### src/rtl/spi_cfg_sequencer.sv
`default_nettype none
// ============================================================================
// Module   : spi_cfg_sequencer
// Brief    : Buffers 16-bit SPI configuration words in a small FIFO and
//            launches one SPI shift-stage transaction per word, with a
//            programmable idle gap between transactions.
// Options  : SPI_CFG_SEQ_TIMEOUT_EN - when defined, WAIT_BUSY is bounded by
//            TIMEOUT_CYCLES and a sticky err flag reports a lost word.
// Revision : 1.0 - initial release
// ============================================================================
module spi_cfg_sequencer #(
  parameter int unsigned FIFO_AW        = 3,
  parameter logic [7:0]  GAP_CYCLES     = 8'd4,
  parameter logic [7:0]  TIMEOUT_CYCLES = 8'd16
) (
  input  logic               clk,
  input  logic               rst_n,
  input  logic               wr_en,
  input  logic [15:0]        wr_data,
  output logic               fifo_full,
  output logic [FIFO_AW:0]   fifo_level,
  output logic               overflow,
  input  logic               spi_ready,
  output logic               spi_start,
  output logic [15:0]        spi_data,
  output logic               busy,
  output logic               done,
  output logic               err
);

  localparam int unsigned          c_DEPTH      = 2 ** FIFO_AW;
  localparam logic [FIFO_AW-1:0]   c_PTR_ONE    = FIFO_AW'(1);
  localparam logic [FIFO_AW:0]     c_LEVEL_ONE  = (FIFO_AW + 1)'(1);
  localparam logic [FIFO_AW:0]     c_LEVEL_FULL = (FIFO_AW + 1)'(c_DEPTH);

  typedef enum logic [1:0] {
    S_IDLE      = 2'd0,
    S_WAIT_BUSY = 2'd1,
    S_WAIT_DONE = 2'd2,
    S_GAP       = 2'd3
  } state_t;

  state_t               r_state;
  state_t               w_state_nxt;

  logic [15:0]          r_mem [c_DEPTH];
  logic [FIFO_AW-1:0]   r_wr_ptr;
  logic [FIFO_AW-1:0]   r_rd_ptr;
  logic [FIFO_AW:0]     r_level;

  logic                 w_empty;
  logic                 w_full;
  logic                 w_launch;
  logic                 w_push;
  logic                 w_push_drop;
  logic                 w_done_nxt;

  logic [7:0]           r_gap_cnt;
  logic [7:0]           w_gap_cnt_nxt;

  logic                 r_spi_start;
  logic [15:0]          r_spi_data;
  logic                 r_done;
  logic                 r_overflow;

  assign w_empty = (r_level == '0);
  assign w_full  = (r_level == c_LEVEL_FULL);

  // A launch frees one slot in the same cycle, so a push while full is still
  // accepted when it coincides with a pop.
  assign w_push      = wr_en && (!w_full || w_launch);
  assign w_push_drop = wr_en && w_full && !w_launch;

`ifdef SPI_CFG_SEQ_TIMEOUT_EN
  logic [7:0] r_to_cnt;
  logic [7:0] w_to_cnt_nxt;
  logic       w_timeout;
  logic       r_err;
`else
  // Timeout limit has no consumer when the watchdog is not built.
  logic       w_unused_timeout;
  assign w_unused_timeout = ^TIMEOUT_CYCLES;
`endif

  // Next-state, launch/done strobes and counter updates for the sequencer.
  always_comb begin
    w_state_nxt   = r_state;
    w_launch      = 1'b0;
    w_done_nxt    = 1'b0;
    w_gap_cnt_nxt = r_gap_cnt;
`ifdef SPI_CFG_SEQ_TIMEOUT_EN
    w_to_cnt_nxt  = 8'd0;
    w_timeout     = 1'b0;
`endif
    case (r_state)
      S_IDLE: begin
        // Launch only when the shift stage reports idle; otherwise hold off.
        if (!w_empty && spi_ready) begin
          w_launch    = 1'b1;
          w_state_nxt = S_WAIT_BUSY;
        end
      end
      S_WAIT_BUSY: begin
        // The shift stage keeps ready high one cycle after accepting start,
        // so only a low ready proves the transaction is under way.
        if (!spi_ready) begin
          w_state_nxt = S_WAIT_DONE;
        end
`ifdef SPI_CFG_SEQ_TIMEOUT_EN
        else if (r_to_cnt == TIMEOUT_CYCLES - 8'd1) begin
          w_timeout   = 1'b1;
          w_state_nxt = S_IDLE;
        end else begin
          w_to_cnt_nxt = r_to_cnt + 8'd1;
        end
`endif
      end
      S_WAIT_DONE: begin
        if (spi_ready) begin
          w_done_nxt  = 1'b1;
          w_state_nxt = (GAP_CYCLES == 8'd0) ? S_IDLE : S_GAP;
        end
      end
      S_GAP: begin
        if (r_gap_cnt == GAP_CYCLES - 8'd1) begin
          w_gap_cnt_nxt = 8'd0;
          w_state_nxt   = S_IDLE;
        end else begin
          w_gap_cnt_nxt = r_gap_cnt + 8'd1;
        end
      end
      default: begin
        w_state_nxt = S_IDLE;
      end
    endcase
  end

  // Sequencer state register.
  always_ff @(posedge clk or negedge rst_n) begin
    if (!rst_n) begin
      r_state   <= S_IDLE;
      r_gap_cnt <= 8'd0;
    end else begin
      r_state   <= w_state_nxt;
      r_gap_cnt <= w_gap_cnt_nxt;
    end
  end

  // FIFO storage; contents need no reset because the pointers define validity.
  always_ff @(posedge clk) begin
    if (w_push) begin
      r_mem[r_wr_ptr] <= wr_data;
    end
  end

  // FIFO pointers, occupancy and the sticky overflow flag.
  always_ff @(posedge clk or negedge rst_n) begin
    if (!rst_n) begin
      r_wr_ptr   <= '0;
      r_rd_ptr   <= '0;
      r_level    <= '0;
      r_overflow <= 1'b0;
    end else begin
      if (w_push) begin
        r_wr_ptr <= r_wr_ptr + c_PTR_ONE;
      end
      if (w_launch) begin
        r_rd_ptr <= r_rd_ptr + c_PTR_ONE;
      end
      case ({w_push, w_launch})
        2'b10:   r_level <= r_level + c_LEVEL_ONE;
        2'b01:   r_level <= r_level - c_LEVEL_ONE;
        default: r_level <= r_level;
      endcase
      if (w_push_drop) begin
        r_overflow <= 1'b1;
      end
    end
  end

  // Shift-stage handshake outputs; spi_data only moves at a launch.
  always_ff @(posedge clk or negedge rst_n) begin
    if (!rst_n) begin
      r_spi_start <= 1'b0;
      r_spi_data  <= 16'h0000;
      r_done      <= 1'b0;
    end else begin
      r_spi_start <= w_launch;
      r_done      <= w_done_nxt;
      if (w_launch) begin
        r_spi_data <= r_mem[r_rd_ptr];
      end
    end
  end

`ifdef SPI_CFG_SEQ_TIMEOUT_EN
  // Watchdog on the start handshake; a timeout loses the word for good.
  always_ff @(posedge clk or negedge rst_n) begin
    if (!rst_n) begin
      r_to_cnt <= 8'd0;
      r_err    <= 1'b0;
    end else begin
      r_to_cnt <= w_to_cnt_nxt;
      if (w_timeout) begin
        r_err <= 1'b1;
      end
    end
  end

  assign err = r_err;
`else
  assign err = 1'b0;
`endif

  assign fifo_full  = w_full;
  assign fifo_level = r_level;
  assign overflow   = r_overflow;
  assign spi_start  = r_spi_start;
  assign spi_data   = r_spi_data;
  assign done       = r_done;
  assign busy       = (r_state != S_IDLE) || !w_empty;

endmodule
`default_nettype wire
### config.mk
export PLATFORM = sky130hd
export DESIGN_NAME = spi_cfg_sequencer
export DESIGN_NICKNAME = d
export VERILOG_FILES = /design/src/rtl/spi_cfg_sequencer.sv
export SDC_FILE = /design/constraint.sdc
export NUM_CORES = 1
export LEC_CHECK = 0
export CAP_MARGIN = 20
export CORE_MARGIN = 2
export CORE_UTILIZATION = 25
export DETAILED_ROUTE_END_ITERATION = 10
export GPL_TIMING_DRIVEN = 0
export PLACE_DENSITY = 0.45
export SYNTH_ARGS = -nofsm -noshare
export SYNTH_HDL_FRONTEND = slang
export SYNTH_SLANG_ARGS = --single-unit
### constraint.sdc
create_clock -name clk -period 3.6 [get_ports clk]
set_input_delay 0.72 -clock clk [delete_from_list [all_inputs] [get_ports clk]]
set_output_delay 0.72 -clock clk [all_outputs]
set_load 0.01 [all_outputs]
==> results.cfg, run 1 <==
[final_layout]
drive_gt1_share_pct = 23.0
diodes = 0
syn_to_final_growth_pct = 24.9
fin_nets = 463

[placement]
gp_congestion = 0.766
dp_hpwl_um = 9700
post-place-ws_ns = 0.250
portBuffers = 44

[die]
rows = 59
core_area_um2 = 26000
io_pins = 46
initial_utilization_pct = 25.4
die_w_um = 166
dieArea_um2 = 27700
die_y_um = 166

[clock_tree]
ctsLongestPathBuffers = 2
ctsHtreeMaxLevel = 4
ctsResizeCount = 0
postCtsSetupRepairBufs = 0
path_clk_slew_ns = 0.07
cts_tree = built
clock-sinks = 167
clk_latency_ns = 0.42
root_buffer = clkbuf_16
cts_buffers = 17
hold_buffers = 0

[sta]
rsz0062_at_grt = false
fin_crit_sh_pct = 78.1
fin_ws_ns = 0.790
slew_headroom_pct = 37.1
setup_violations = 0
min_period_ns = 2.81
tightest_slew_ns = 0.936
slew_viol_final = 0
hold_viol_final = 0
skew_ns = 0.00677
setup_tns_ns = 0
max_freq_ghz = 0.356

[synth]
yosys-top-cells-area = edfxtp_1, dfrtp_1, mux4_2
ys_types = 44
ys_seq_elements = 167
synth_commonest_cells = edfxtp_1, dfrtp_1, mux4_2
async_flop_share_pct = 23.4
postSynthAreaPerCell_um2 = 18.4
synth_area_um2 = 6600
netlist.top_cell.by_area = edfxtp_1
dominantRegCellSynth = edfxtp_1
synthCells = 359
synth_top_cell_area_share_pct = 58.3
synth_nets = 388
yosysMostFrequentCell = edfxtp_1
synth_edf_count = 128
ys_warn_count = 0
yosysSeqAreaShare_pct = 73.1

[detailed_routing]
wire_per_inst_um = 18.2
via_count = 3390
drt_pass1_iterations = 4
drtIter0Drc = 266
drcViolationCount = 0
ant_nets = 0
wirelength_um = 14200
vias_per_cell = 4.34

[power_and_ir_drop]
power.switching_uw = 2070
internal_power_uw = 4580
seq_power_share_pct = 41.0
clkPwrFrac_pct = 27.8
sw_frac_of_total_pct = 31.2
p_per_area_nw_per_um2 = 807
peakVddDrop_v = 0.000401
combPwrFrac_pct = 31.2
p_leak_uw = 0.00285

[grt]
globalRouteTotalUtil_pct = 10.7
overflow = 0
grt_start_max_net_pins = 30
grt_pass1_vias = 3578
antenna_found_initial = 0
grt_pass1_wl_um = 21600

[critical_path]
reg2reg_to = r_mem[6][6]$_DFFE_PP_
critPathLaunchType = input pin
arrival_ns = 2.94
crit_required_ns = 3.73
reg2reg_depth = 7
crit_type = in -> reg
crit_path_end_kind = flip-flop
ff2ff_setup_slack_ns = 0.90
path_max_fanout = 10
rr_startpoint = r_state[1]$_DFFE_PN0P_

[status]
outcome = finished clean

[hold_path]
hp-class = in -> async

[flow_run]
maxCapViolCount = 0
layout make-up:
class | count | area [um2]
inverter | 7 | 26.3
fill | 2535 | 17700
multi-input combinational | 170 | 1720
tap | 335 | 419
clock inverter | 13 | 163
sequential | 167 | 4820
clock buffer | 19 | 443
buffer | 15 | 67.6
timing repair buffer | 56 | 583
logic make-up (layout without fill, tap and decap cells):
logic type                 Yosys count  after routing  synth area share [%]
and+or+nand+nor                     62             62                  4.72
muxes                               54             54                  14.4
other                                1              1                0.0568
adders and majority gates            9              9                  1.71
buffers and inverters               22            110                  1.42
AOI/OAI and AO/OA                   34             34                  3.34
xor gates and xnor gates            10             10                  1.33
DFF                                167            167                  73.1
registers in the layout, summed over array words and instances, names as in the netlist:
name / flops
r_mem: 128
spi_data: 16
r_gap_cnt: 8
fifo_level: 4
r_rd_ptr: 3
r_wr_ptr: 3
r_state: 2
done: 1
overflow: 1
spi_start: 1
layout by cell type, fill, tap and decap left out, drive strengths merged, types with 2 or more instances in the layout:
cell type,Yosys,final
nand2,15,15
nor2,24,24
clkinvlp,0,2
buf,9,22
inv,7,13
xnor2,7,7
bufinv,0,2
mux2,3,3
o21ai,6,6
nor4,2,2
nor3,4,4
or3,2,2
clkdlybuf4s50,0,43
nand4,2,2
nand2b,2,2
mux4,32,32
mux2i,19,19
clkinv,0,3
ha,9,9
dfrtp,39,39
a21oi,21,21
edfxtp,128,128
xor2,3,3
clkbuf,6,25
and3,3,3
per-layer routing:
layer,track usage [%],vias to the layer above,share of wire [%]
met2,17.9,55,51
met1,13.5,1771,44
met4,3.71,0,1.3
met5,0,-,0
met3,2.66,13,3.4
li1,-,1551,-
how the worst max path moves through the flow:
stage | startpoint | end | depth (start not counted)
CTS | spi_ready | r_mem[6][7]$_DFFE_PP_ | 6
floorplan | spi_ready | r_mem[0][0]$_DFFE_PP_ | 4
finish | spi_ready | r_mem[6][6]$_DFFE_PP_ | 6
detailed placement | spi_ready | r_mem[6][13]$_DFFE_PP_ | 6
global placement | spi_ready | r_mem[0][0]$_DFFE_PP_ | 5
global route | spi_ready | r_mem[6][6]$_DFFE_PP_ | 6
worst max-delay path: stages:
cell	delay, ns
clkdlybuf4s50_1	0.56
nand2_1	0.21
a21oi_1	0.42
nand2_1	0.25
nor2_2	0.53
buf_8	0.24
per-stage QoR:
step                      area, um2  power [uW]  std cells  utilization [%]  hold slack [ns]
after floorplan                6600        4040        359                -            0.424
after global placement         7460        4770        738             28.7            0.453
after detailed placement       7630        4890        750             29.4            0.457
after CTS                      8240        6760        782             31.7            0.166
after global routing           8240        7020        782             31.7            0.183
final                          8240        6650        782             31.7            0.176
power by group through the flow:
| stage | logic, uW | clock network [uW] | registers, uW |
|---|---|---|---|
| floorplan | 1280 | 0 | 2760 |
| global placement | 2020 | 0 | 2750 |
| detailed placement | 2130 | 0 | 2770 |
| CTS | 2140 | 1900 | 2730 |
| global route | 2280 | 1970 | 2770 |
| finish | 2080 | 1850 | 2720 |
(Power assumes the default switching activity.)
==> run 2: changes to the inputs <==
--- a/config.mk
+++ b/config.mk
@@ -10,7 +10,7 @@
 export CORE_UTILIZATION = 25
 export DETAILED_ROUTE_END_ITERATION = 10
 export GPL_TIMING_DRIVEN = 0
-export PLACE_DENSITY = 0.45
+export PLACE_DENSITY = 0.47
 export SYNTH_ARGS = -nofsm -noshare
 export SYNTH_HDL_FRONTEND = slang
 export SYNTH_SLANG_ARGS = --single-unit
==> constraint.sdc (replaced) <==
create_clock -name clk -period 2.4 [get_ports clk]
set_input_delay 0.48 -clock clk [delete_from_list [all_inputs] [get_ports clk]]
set_output_delay 0.48 -clock clk [all_outputs]
set_load 0.01 [all_outputs]
==> run 2 against run 1 <==
Net effect: total power is 51% higher; worst setup slack worse by 0.66 ns; final area is 2.1% higher; critical endpoint is now busy; sequential cell count stayed put; combinational power is 57% higher; largest cell class unchanged; highest routed layer unchanged; clock power is 44% higher; register-to-register slack worse by 0.73 ns; core utilization is 0.67 points higher; clock skew is 0.0045 ns higher; global-route usage is 0.29 points higher.
==> results.cfg, run 2 (synthesis gave the netlist of run 1 again) <==
[status]
outcome = finished clean

[final_layout]
syn_to_final_growth_pct = 27.5
drive_gt1_share_pct = 26.4
final_common_cell = edfxtp_1
fin_area_um2 = 8410
fillers = 2493
diodes = 0
regArea_um2 = 4820
fin_nets = 471
multiInputGateArea_um2 = 1800
top_register = r_mem
largest_reg_flops = 128
layout_common_cells = edfxtp_1, clkdlybuf4s50_1, dfrtp_1

[sta]
slew_viol_final = 0
tightest_slew_ns = 1.00
hold_viol_final = 0
fin_crit_sh_pct = 94.8
max_freq_ghz = 0.440
fin_ws_ns = 0.126
min_period_ns = 2.27
skew_ns = 0.0113
slew_headroom_pct = 33.3
rsz0062_at_grt = false
setup_violations = 0

[detailed_routing]
drt_pass1_iterations = 4
ant_nets = 0
vias_per_cell = 4.38
wire_per_inst_um = 18.3
via_count = 3460
drcViolationCount = 0
wirelength_um = 14500
drtIter0Drc = 120

[grt]
grt_pass1_vias = 3666
grt_start_max_net_pins = 31
overflow = 0
globalRouteTotalUtil_pct = 11.0
antenna_found_initial = 0
grt_pass1_wl_um = 22300

[clock_tree]
path_clk_slew_ns = 0.08
root_buffer = clkbuf_16
clock-sinks = 167
ctsLongestPathBuffers = 2
cts_buffers = 17
cts_tree = built
ctsHtreeMaxLevel = 4
clk_latency_ns = 0.43

[placement]
place_area_um2 = 7650
gp_congestion = 0.723
post-place-ws_ns = -0.607
dp_hpwl_um = 9770
portBuffers = 44

[critical_path]
arrival_ns = 1.79
cp_num_cells = 3
reg2reg_depth = 7
path_max_fanout = 7
critPathLaunchType = flip-flop
crit_chain = nor4_4 > nand2_1 > clkdlybuf4s50_1
cp_slowest_stage_delay_ns = 0.49
worst_path_max_delay_cell = dfrtp_2
crit_type = reg -> out
path_buf_inv = 1
crit_required_ns = 1.92
cpLargestDelayFamily = flip-flops
crit_path_end_kind = output pin

[die]
die_y_um = 166
io_pins = 46
rows = 59
initial_utilization_pct = 25.4
dieArea_um2 = 27700
die_w_um = 166
core_area_um2 = 26000

[power_and_ir_drop]
total_power_uw = 10000
p_per_area_nw_per_um2 = 1190
p_leak_uw = 0.00292
peakVddDrop_v = 0.000498

[flow_run]
maxCapViolCount = 0

[hold_path]
hp-class = in -> async
run 2: layout make-up:
cell class	instances	share of cell area (%)
well taps	335	4.98
clock buffers	17	5.06
inverters	7	0.312
flip-flops and latches	167	57.3
multi-input cells	170	21.4
plain buffers	15	0.848
clock inverters	15	1.89
repair buffers	64	8.24
run 2: final timing paths:
path                                            from                         to  slack, ns
setup reg to reg              r_state[1]$_DFFE_PN0P_      r_mem[3][6]$_DFFE_PP_       0.17
min in group clk                overflow$_DFFE_PN0P_       overflow$_DFFE_PN0P_       0.48
hold / removal                                 rst_n  fifo_level[1]$_DFFE_PN0P_       0.48
max in group asynchronous                      rst_n    r_rd_ptr[1]$_DFFE_PN0N_       1.44
hold reg to reg                 overflow$_DFFE_PN0P_       overflow$_DFFE_PN0P_       0.48
setup / recovery           fifo_level[2]$_DFFE_PN0P_                       busy       0.13
run 2: what timing repair did:
item                                    4_1_cts  5_1_grt
hold endpoints to repair                      9        0
setup buffers                                 7        1
hold buffers                                  1        0
gates resized for setup                      16        2
pin swaps                                     8        1
endpoints found under the setup margin      114       55
run 2: power breakdown:
group | switching (uW) | internal [uW]
Sequential | 383 | 3740
Combinational | 1630 | 1620
Clock | 1270 | 1390
run 2: worst reg2reg max path, stage by stage, from the launching register on:
cell and delay, ns:
dfrtp_1 0.42, inv_1 0.12, ha_1 0.24, nand2_2 0.16, nand2_1 0.10, nand2_1 0.22
nor3_4 0.46, buf_6 0.21
run 2: stage by stage:
stage	TNS [ns]	std cells	hold WS (ns)	util, %
3_5_place_dp	-56.10	749	0.376	29.4
2_1_floorplan	-10.58	359	0.184	-
6_report	0	790	0.479	32.4
4_1_cts	-0.0199	789	0.469	32.3
5_1_grt	0	790	0.490	32.4
3_3_place_gp	-243.84	738	0.456	28.7
run 2: layer usage:
layer | wire (um) | track usage (%) | up-vias | part of all wire [%]
met5 | 0 | 0 | - | 0
met4 | 173 | 3.71 | 0 | 1.2
met3 | 411 | 2.54 | 12 | 2.8
met2 | 7500 | 18.8 | 52 | 52
met1 | 6370 | 13.6 | 1828 | 44
li1 | - | - | 1568 | -
==> run 3: changes to the inputs <==
--- a/config.mk
+++ b/config.mk
@@ -8,6 +8,7 @@
 export CAP_MARGIN = 20
 export CORE_MARGIN = 2
 export CORE_UTILIZATION = 25
+export CTS_BUF_LIST = sky130_fd_sc_hd__clkbuf_2
 export DETAILED_ROUTE_END_ITERATION = 10
 export GPL_TIMING_DRIVEN = 0
 export PLACE_DENSITY = 0.47
==> run 3 against run 2 <==
Net effect: first-iteration DRC count is 49% higher; die area stayed put; clock skew is 0.040 ns higher; core utilization is 0.93 points lower; sequential cell count stayed put; combinational power is 6% higher; via count is 1.2% higher; routed wire length is 1.1% higher; cell count is 1.6% higher; critical path type unchanged; clock power is 44% lower; worst setup slack worse by 0.087 ns.
==> results.cfg, run 3 (synthesis gave the netlist of run 1 again) <==
[critical_path]
cpLargestDelayFamily = flip-flops
critPathLaunchType = flip-flop
path_buf_inv = 2
cp_num_cells = 3
crit_chain = buf_6 > nor4b_4 > buf_2
worst_path_max_delay_cell = dfrtp_2
cp-endpoint = fifo_full
reg2reg_depth = 5
crit_path_end_kind = output pin
ff2ff_setup_slack_ns = 0.21
crit_type = reg -> out
crit_required_ns = 1.92
reg2reg_to = spi_data[6]$_DFFE_PN0N_
rr_startpoint = r_rd_ptr[2]$_DFFE_PN0N_
cp_slowest_stage_delay_ns = 0.49
crit_start = fifo_level[0]$_DFFE_PN0P_
path_max_fanout = 7
arrival_ns = 1.88

[clock_tree]
cts_tree = built
clock-sinks = 167
ctsHtreeMaxLevel = 4
cts_buffers = 17
root_buffer = clkbuf_2
clk_latency_ns = 0.74
ctsLongestPathBuffers = 2
path_clk_slew_ns = 0.30

[final_layout]
regArea_um2 = 4820
fillers = 2533
drive_gt1_share_pct = 28.8
layout_common_cells = edfxtp_1, clkdlybuf4s50_1, dfrtp_1
final_util_pct = 31.4
final_common_cell = edfxtp_1
largest_reg_flops = 128
syn_to_final_growth_pct = 23.8
fin_nets = 482
fin_area_um2 = 8170
top_register = r_mem
multiInputGateArea_um2 = 1800

[sta]
setup_violations = 0
hold_viol_final = 0
min_period_ns = 2.36
slew_viol_final = 0
setup_tns_ns = 0
rsz0062_at_grt = true
fin_crit_sh_pct = 98.4
max_freq_ghz = 0.424
tightest_slew_ns = 1.01
skew_ns = 0.0510
slew_headroom_pct = 32.5
hold_slack_ns = 0.0982

[power_and_ir_drop]
total_power_uw = 8990
sw_frac_of_total_pct = 35.6
internal_power_uw = 5790
p_per_area_nw_per_um2 = 1100
p_leak_uw = 0.00284
clkPwrFrac_pct = 16.5
seq_power_share_pct = 45.2
peakVddDrop_v = 0.000367
combPwrFrac_pct = 38.3
power.switching_uw = 3200

[detailed_routing]
drtIter0Drc = 179
drt_pass1_iterations = 4
wirelength_um = 14600
via_count = 3500
wire_per_inst_um = 18.2
vias_per_cell = 4.36
drcViolationCount = 0
ant_nets = 0

[hold_path]
hp-class = in -> async

[die]
die_w_um = 166
io_pins = 46
initial_utilization_pct = 25.4
dieArea_um2 = 27700
die_y_um = 166
rows = 59
core_area_um2 = 26000

[grt]
grt_pass1_wl_um = 22300
overflow = 0
antenna_found_initial = 1
grt_start_max_net_pins = 31
grt_pass1_vias = 3692
globalRouteTotalUtil_pct = 10.9

[placement]
place_area_um2 = 7650
portBuffers = 44
dp_hpwl_um = 9770
gp_congestion = 0.723

[status]
outcome = finished clean

[flow_run]
maxCapViolCount = 0
==> run 3: cell types whose count changed in the layout (fill, tap and decap cells not counted) <==
cell	delta
o21ai_1	+1
clkdlybuf4s50_1	-3
buf_6	+2
buf_2	+2
dfrtp_1	-1
dfrtp_2	+1
diode_2	+2
clkbuf_2	+17
buf_12	+1
o21ai_0	-1
dlygate4sd2_1	+1
clkbuf_16	-17
buf_4	+8
==> run 3: area by class of cell <==
cell class | instances | area share [%]
clock buffers | 17 | 1.04
repair buffers | 75 | 9.60
multi-input cells | 170 | 22.0
well taps | 335 | 5.13
inverters | 7 | 0.322
diodes | 2 | 0.0613
plain buffers | 15 | 0.873
clock inverters | 15 | 1.94
flip-flops and latches | 167 | 59.0
==> run 3: routing by layer <==
metal | vias to the layer above | track usage (%) | routed length (um)
met5 | - | 0 | 0
met4 | 0 | 2.81 | 155
met3 | 11 | 2.76 | 377
met2 | 55 | 18.9 | 7530
met1 | 1846 | 13.6 | 6550
li1 | 1588 | - | -
==> run 3: repair_timing <==
item,CTS,global route
setup endpoints to repair,126,52
gates resized for setup,26,5
hold endpoints to repair,39,0
buffers inserted,14,5
pin swaps,9,5
hold buffers,1,0
==> run 3: worst register-to-register path: stages (launching register included) <==
cell and delay [ns]:
dfrtp_1 0.38, buf_1 0.31, clkbuf_1 0.77, mux4_2 0.42, mux2i_1 0.15, a21oi_1 0.09
==> run 3: how the worst min path moves through the flow <==
stage / slack (ns) / cells after the start / from / end
finish: 0.1 / 2 / rst_n / fifo_level[1]$_DFFE_PN0P_
global route: 0.04 / 2 / rst_n / fifo_level[0]$_DFFE_PN0P_
CTS: 0.03 / 2 / rst_n / fifo_level[1]$_DFFE_PN0P_
detailed placement: 0.38 / 1 / rst_n / fifo_level[1]$_DFFE_PN0P_
global placement: 0.46 / 1 / overflow$_DFFE_PN0P_ / overflow$_DFFE_PN0P_
floorplan: 0.18 / 0 / rst_n / done$_DFF_PN0_
==> run 3: power by group through the flow <==
stage	registers (uW)	clock network [uW]	logic [uW]
5_1_grt	4130	1660	3770
6_report	4060	1480	3450
2_1_floorplan	4140	0	1920
3_5_place_dp	4170	0	3210
4_1_cts	4070	1540	3490
3_3_place_gp	4130	0	3040
==> run 3: per-stage QoR <==
stage	setup slack, ns	cells
floorplan	-0.205	359
global placement	-2.22	738
detailed placement	-0.607	749
CTS	-0.119	796
global route	-0.115	803
finish	0.0387	803
